[config.mk]
export PLATFORM = sky130hd
export DESIGN_NAME = particle_ram_arbiter
export DESIGN_NICKNAME = d
export VERILOG_FILES = /design/src/rtl/particle_ram_arbiter_pkg.sv /design/src/rtl/particle_ram_arbiter_rr_arbiter2.sv /design/src/rtl/particle_ram_arbiter.sv
export SDC_FILE = /design/constraint.sdc
export NUM_CORES = 1
export LEC_CHECK = 0
export CAP_MARGIN = 10
export CORE_MARGIN = 3
export CORE_UTILIZATION = 54
export CTS_CLUSTER_DIAMETER = 80
export DETAILED_ROUTE_END_ITERATION = 16
export DONT_BUFFER_PORTS = 1
export PLACE_DENSITY_LB_ADDON = 0.25
export SYNTH_ARGS = -nofsm -noshare
export SYNTH_HDL_FRONTEND = slang
export SYNTH_SLANG_ARGS = --single-unit
[constraint.sdc]
create_clock -name clk -period 4.75 [get_ports clk]
set_input_delay 0.475 -clock clk [delete_from_list [all_inputs] [get_ports clk]]
set_output_delay 0.475 -clock clk [all_outputs]
set_load 0.02 [all_outputs]
[src/rtl/particle_ram_arbiter_pkg.sv]
// Shared types for the particle RAM arbiter.
// Clear FSM encoding and requester count.
package particle_ram_arbiter_pkg;

  localparam int N_REQ = 2;

  typedef enum logic {
    IDLE  = 1'b0,
    CLEAR = 1'b1
  } clr_state_t;

endpackage

[src/rtl/particle_ram_arbiter_rr_arbiter2.sv]
// Two-way round-robin picker.
// The priority bit only moves when the parent accepts the pick.
module rr_arbiter2
  import particle_ram_arbiter_pkg::*;
(
  input  logic             clk,
  input  logic             rst_n,
  input  logic [N_REQ-1:0] req,
  input  logic             accept,
  output logic [N_REQ-1:0] pick
);

  logic prio;

  always_comb begin
    pick = '0;
    unique case (1'b1)
      (req == 2'b11): pick = prio ? 2'b10 : 2'b01;
      (req == 2'b01): pick = 2'b01;
      (req == 2'b10): pick = 2'b10;
      default:        pick = '0;
    endcase
  end

  // favour the requester that did not just win
  always_ff @(posedge clk or negedge rst_n) begin
    if (!rst_n) begin
      prio <= 1'b0;
    end else if (accept && |pick) begin
      prio <= pick[0];
    end
  end

endmodule

[src/rtl/particle_ram_arbiter.sv]
// Read/write arbiter in front of a dual-port block RAM,
// with a whole-RAM zero-fill sequencer.
module particle_ram_arbiter
  import particle_ram_arbiter_pkg::*;
#(
  parameter int data_width = 16,
  parameter int addr_width = 10
) (
  input  logic                      clk,
  input  logic                      rst_n,
  input  logic                      clear_start,
  output logic                      clear_busy,
  input  logic [N_REQ-1:0]          rd_req,
  input  logic [2*addr_width-1:0]   rd_addr,
  output logic [N_REQ-1:0]          rd_gnt,
  output logic [N_REQ-1:0]          rd_valid,
  output logic [data_width-1:0]     rd_data,
  input  logic [N_REQ-1:0]          wr_req,
  input  logic [2*addr_width-1:0]   wr_addr,
  input  logic [2*data_width-1:0]   wr_data,
  output logic [N_REQ-1:0]          wr_gnt,
  output logic [addr_width-1:0]     ram_raddr,
  input  logic [data_width-1:0]     ram_dout,
  output logic [addr_width-1:0]     ram_waddr,
  output logic [data_width-1:0]     ram_din,
  output logic                      ram_write_en
);

  clr_state_t            state;
  logic [addr_width-1:0] clr_cnt;
  logic [N_REQ-1:0]      rd_pick;
  logic [N_REQ-1:0]      wr_pick;
  logic [addr_width-1:0] rd_sel_addr;
  logic [addr_width-1:0] wr_sel_addr;
  logic [data_width-1:0] wr_sel_data;
  logic                  collide;

  assign clear_busy = (state == CLEAR);

  assign rd_sel_addr = rd_pick[1] ? rd_addr[2*addr_width-1:addr_width]
                                  : rd_addr[addr_width-1:0];
  assign wr_sel_addr = wr_pick[1] ? wr_addr[2*addr_width-1:addr_width]
                                  : wr_addr[addr_width-1:0];
  assign wr_sel_data = wr_pick[1] ? wr_data[2*data_width-1:data_width]
                                  : wr_data[data_width-1:0];

  assign wr_gnt       = clear_busy ? '0 : wr_pick;
  assign ram_write_en = clear_busy | (|wr_gnt);
  assign ram_waddr    = clear_busy ? clr_cnt : wr_sel_addr;
  assign ram_din      = clear_busy ? '0 : wr_sel_data;

  // write wins a same-address clash; the read retries next cycle
  assign collide = ram_write_en && (|rd_pick) && (rd_sel_addr == ram_waddr);

  assign rd_gnt    = collide ? '0 : rd_pick;
  assign ram_raddr = rd_sel_addr;
  assign rd_data   = ram_dout;

  rr_arbiter2 u_rd_arb (
    .clk    (clk),
    .rst_n  (rst_n),
    .req    (rd_req),
    .accept (!collide),
    .pick   (rd_pick)
  );

  rr_arbiter2 u_wr_arb (
    .clk    (clk),
    .rst_n  (rst_n),
    .req    (wr_req),
    .accept (!clear_busy),
    .pick   (wr_pick)
  );

  always_ff @(posedge clk or negedge rst_n) begin
    if (!rst_n) begin
      rd_valid <= '0;
    end else begin
      rd_valid <= rd_gnt;
    end
  end

  always_ff @(posedge clk or negedge rst_n) begin
    if (!rst_n) begin
      state   <= IDLE;
      clr_cnt <= '0;
    end else begin
      unique case (state)
        IDLE: begin
          clr_cnt <= '0;
          if (clear_start) state <= CLEAR;
        end
        CLEAR: begin
          clr_cnt <= clr_cnt + 1'b1;
          if (&clr_cnt) state <= IDLE;
        end
      endcase
    end
  end

endmodule

## Word level (Yosys, flattened, before mapping)

Cells that the tools add are included.
Widths: inputs -> output; s select.

| storage, ports and cells | value |
|---|---|
| word-level logic and storage cells | 40 |
| register bits | 15 |
| output and inout bits | 60 |

| operators by class | value |
|---|---|
| mux-type cells | 15 |
| $add $sub $neg | 1 |
| equality and inequality tests | 7 |
| reductions and logical operators | 10 |
| bitwise gates (word level) | 2 |

Operator list:

| cell | count |
|---|---|
| $mux 16 | 2 |
| $mux 10 | 3 |
| $pmux 10 s2 | 1 |
| $pmux 2 s3 | 2 |
| $add 10x1->10 const B | 1 |
| $eq 10x10->1 | 1 |
| $reduce_and 10->1 | 1 |
| $eq 2x2->1 const B | 4 |
| $mux 2 | 4 |
| $reduce_or 2->1 | 3 |
| $eq 2x1->1 const B | 2 |
| $logic_and 1x1->1 | 4 |
| $logic_not 1->1 | 2 |
| $mux 1 | 2 |
| $pmux 1 s2 | 1 |
| $not 1->1 | 1 |
| $or 1x1->1 | 1 |

## Logic depth before layout (Yosys ltp)

| logic depth | value |
|---|---|
| word-level depth | 9 |
| depth in mapped cells | 9 |
| mapped depth without buffers | 7 |

## Hierarchy

From an unflattened synthesis, not the netlist that was laid out.

| second synthesis, totals | value |
|---|---|
| cells, all modules | 197 |
| area, all modules | 1659.1 um2 |

Modules (own cells, without submodules):

| module | area each (um2) | cells each | instances |
|---|---|---|---|
| particle_ram_arbiter | 1549.0 | 185 | 1 |
| rr_arbiter2 | 55.1 | 6 | 2 |

## Worst setup path after synthesis

Ideal clock, no wire load.

| timing path | value |
|---|---|
| path type | input -> output |
| from | input port rd_req[0] |
| to | output port rd_gnt[1] |
| setup slack | 2.168 ns |
| data required time | 4.275 ns |
| data arrival time | 2.107 ns |
| stages on the path | 8 |
| cells stage by stage | inv_2 -> o21ai_2 -> buf_6 -> mux2_1 -> xnor2_1 -> and4b_1 -> nand4_1 -> nor2b_1 |

| between the ends | value |
|---|---|
| word-level cells in the longest chain between the ends | 6 |
| elaborated cells on any way between the ends | 10 |
| classes of those cells | 4 x eq/ne; 3 x mux; 3 x reduce/logical |

RTL lines:

| what | line | text |
|---|---|---|
| start: declaration | particle_ram_arbiter.sv:13 | `input logic [N_REQ-1:0] rd_req,` |
| $eq 2x2->1 (tied with other cells) | particle_ram_arbiter_rr_arbiter2.sv:20 | `(req == 2'b10): pick = 2'b10;` |
| $pmux 2 s3 (*) | particle_ram_arbiter_rr_arbiter2.sv:17 | `unique case (1'b1)` |
| $mux 10 (*) | particle_ram_arbiter.sv:40 | `assign rd_sel_addr = rd_pick[1] ? rd_addr[2*addr_width-1:addr_width]` |
| named net ram_raddr[4] | particle_ram_arbiter.sv:22 | `output logic [addr_width-1:0] ram_raddr,` |
| $eq 10x10->1 (*) | particle_ram_arbiter.sv:53 | `assign collide = ram_write_en && (\|rd_pick) && (rd_sel_addr == ram_waddr);` |
| $logic_and 1x1->1 (*) | particle_ram_arbiter.sv:53 |  |
| $mux 2 (*) | particle_ram_arbiter.sv:55 | `assign rd_gnt = collide ? '0 : rd_pick;` |
| end: declaration | particle_ram_arbiter.sv:15 | `output logic [N_REQ-1:0] rd_gnt,` |

Mark *: on every way through the listed nets, which the timed path passes. The rest lies on a longest branch.

## Worst setup path after layout

| timing path | value |
|---|---|
| from | register u_rd_arb.prio |
| to | output port rd_gnt[1] |

| between the ends | value |
|---|---|
| word-level cells in the longest chain between the ends | 6 |
| elaborated cells on any way between the ends | 8 |
| classes of those cells | 1 x eq/ne; 4 x mux; 3 x reduce/logical |

RTL lines:

| what | line | text |
|---|---|---|
| start: declaration | particle_ram_arbiter_rr_arbiter2.sv:13 | `logic prio;` |
| start signal: assignment | particle_ram_arbiter_rr_arbiter2.sv:30 | `prio <= pick[0];` |
| $mux 2 | particle_ram_arbiter_rr_arbiter2.sv:18 | `(req == 2'b11): pick = prio ? 2'b10 : 2'b01;` |
| $pmux 2 s3 | particle_ram_arbiter_rr_arbiter2.sv:17 |  |
| $mux 10 | particle_ram_arbiter.sv:40 |  |
| named net ram_raddr[4] | particle_ram_arbiter.sv:22 |  |
| $eq 10x10->1 | particle_ram_arbiter.sv:53 |  |
| $logic_and 1x1->1 | particle_ram_arbiter.sv:53 |  |
| $mux 2 | particle_ram_arbiter.sv:55 |  |

The timed path passes the listed nets, and every way through them passes these cells.

==> out/qor.csv <==
metric,value,unit
async_flop_share,1.000,
gp_congestion,0.8348,
timing.rr.start,u_rd_arb.prio,
design.die.area,3678,µm²
grt_use_met2,0.4427,
cap_viol_max_count,0,
insertedDiodeCount,0,
drt_first_pass_iters,4,
cts_root_buf,clkbuf_4,
die_y,60.65,µm
crit_fanout,11,
layout_min_cycle_time,3.086,ns
drt_wl_total,4495,µm
max_freq,324.0,MHz
power_frac_clock,0.130,
syn-cell-area,1613,µm²
drc_errors,0,
grt_util_all_layers,0.2314,
fin_nets,274,
path_clk_slew,0.09,ns
drt_iter0_drc,30,
grt_pass1_wl,6223,µm
core-area,2805,µm²
synth_edf_count,0,
ios,155,
finalCritPeriodShare,0.6497,
fp.dieW,60.65,µm
top_usage_layer,met2,
swShare,0.4450,
ff2ff_setup_slack,2.26,ns
grtUsageMet3,0.07872,
hold_ws,0.2896,ns
path_cells,"o21ai_2, mux2_1, xnor2_1, and4b_1, nand4_1, nor2b_1",
slew_viol_final,0,
p_seq_frac,0.369,
cts_buffers,3,
dp_hpwl,3775,µm
cp.arrival,2.61,ns
synth.avg_cell_area,8.105,µm²
crit_type,flip-flop to primary output,
wl_per_cell,21.61,µm
viasPerCell,6.495,
layout_common_cells,"nand2_1, a21oi_1, dfrtp_1, xnor2_1, nor2_1",
fin_setup_tns,0,ns
hp-class,input pin to flip-flop,
fin_area,1506,µm²
critPathTopFamily,simple AND/OR/NAND/NOR gates,
num_rows,19,
power,0.5562,mW
grt_overflow,0,
rsz0062_at_grt,false,
seq_area_frac_synth,0.2327,
r2r-end,rd_valid[1],
synth_fp_nets,295,
whs_endpoint,u_wr_arb.prio,
via_count,1351,
ys_types,37,
power_frac_comb,0.501,
grt_use_met1,0.2251,
post_dp_cell_area,1470,µm²
endpoint_kind,primary output,
ant_nets,0,
grt_pass1_vias,1347,
power.switching,0.2475,mW
cts_tree,yes,
p_int,0.3087,mW
synth_cells,199,
antenna_found_initial,0,
synth-seq-cells,15,
layout-drive-gt1-share,0.1638,
reg2reg_depth,6,
area_growth,-6.595,%
final_common_cell,nand2_1,
holdPathStages,1,
fin_worst_skew,0.007760,ns
max-slew-margin-rel,0.5400,
leakage,0.6332,nW
crit_slowest_cell,mux2_1,
initial_core_util,0.5749,
cts_buffer_depth,2,
synth.yosys.warnings,0,
cts.sinks,15,
grt_start_max_net_pins,36,
min_from,wr_req[1],
clkLatencyLatePin,0.28,ns
setup_viol,0,
ys.flop_type,dfrtp_1,
worstMarginPinSlew,0.6877,ns
cp_num_buf_inv,0,
cpPeakStageDelay,0.50,ns
status,"finished, final reports clean",
portBuffers,0,
critPathLaunchType,flip-flop,
hold_viol_final,0,
htree_levels,1,
peakVddDrop,0.09649,mV
cp_data_required_time,4.28,ns
power.density,369.2,nW/µm²
power by group through the flow:
| stage | Combinational, mW | Clock, mW | Sequential [mW] |
|---|---|---|---|
| after floorplan | 0.269 | 0 | 0.197 |
| after global placement | 0.272 | 0 | 0.205 |
| after detailed placement | 0.278 | 0 | 0.207 |
| after CTS | 0.282 | 0.0739 | 0.205 |
| after global routing | 0.305 | 0.0793 | 0.210 |
| final | 0.279 | 0.0723 | 0.205 |
registers in the layout, indices dropped and copies added, names as in the netlist:
signal and count:
rd_valid 2, clr_cnt 10, u_wr_arb.prio 1, u_rd_arb.prio 1, clear_busy 1
cell usage after synthesis, types with 2 or more instances:
cell type  count  area share
a21oi_1       17       0.053
a2bb2oi_2      7       0.065
a31oi_1        8       0.031
and2_1         2      0.0078
and3_1         4       0.016
buf_2          4       0.012
buf_4         17       0.079
buf_6          2       0.014
clkbuf_1       5       0.012
dfrtp_1       15        0.23
inv_1          5       0.012
inv_2          2      0.0047
mux2_2         7       0.049
mux2i_1        3       0.019
nand2_1       37       0.086
nand3_1        7       0.022
nand4_1        3       0.012
nor2_1        11       0.026
o21ai_1        7       0.022
o21ai_2        2       0.011
o311ai_4       2       0.033
xnor2_1       12       0.065
xor2_1         6       0.033
per-layer routing:
| layer | share of wire | vias up |
|---|---|---|
| met5 | 0 | - |
| met4 | 0.020 | 0 |
| met3 | 0.10 | 12 |
| met2 | 0.55 | 85 |
| met1 | 0.32 | 628 |
| li1 | - | 626 |
layout make-up:
cell class,count,area (µm²)
clock buffer,4,26.28
fill,262,1299
tap,31,38.79
inverter,7,26.28
sequential,15,375.4
timing repair buffer,2,17.52
multi-input combinational,149,1022
cell families (layout without fill, tap and decap cells):
group / after synthesis / in the layout / synth area share
buffers and inverters: 35 / 13 / 0.1334
muxes: 11 / 11 / 0.07448
DFF: 15 / 15 / 0.2327
xor gates and xnor gates: 18 / 18 / 0.09775
adders and majority gates: 1 / 1 / 0.007757
AOI/OAI and AO/OA: 47 / 47 / 0.2382
and+or+nand+nor: 72 / 72 / 0.2157
worst max path at each step:
stage	start	slack, ns	depth (start not counted)	to
floorplan	rd_req[0]	2.17	8	rd_gnt[1]
global placement	rd_req[0]	1.92	7	rd_gnt[1]
detailed placement	rd_req[0]	1.85	7	rd_gnt[1]
CTS	u_rd_arb.prio	1.65	6	rd_gnt[1]
global route	clear_busy	1.52	7	rd_gnt[1]
finish	u_rd_arb.prio	1.66	6	rd_gnt[1]
through the flow:
stage,util,instances,worst slack [ns]
4_1_cts,0.5370,208,1.651
3_5_place_dp,0.5241,203,1.848
6_report,0.5370,208,1.664
3_3_place_gp,0.5241,203,1.923
5_1_grt,0.5370,208,1.521
2_1_floorplan,-,199,2.168
repair_timing:
action,CTS,global route
gates resized for setup,0,0
setup buffers,0,0
hold buffers,1,0
hold endpoints to repair,15,0
Note: power is estimated with default switching activity, not from simulation.
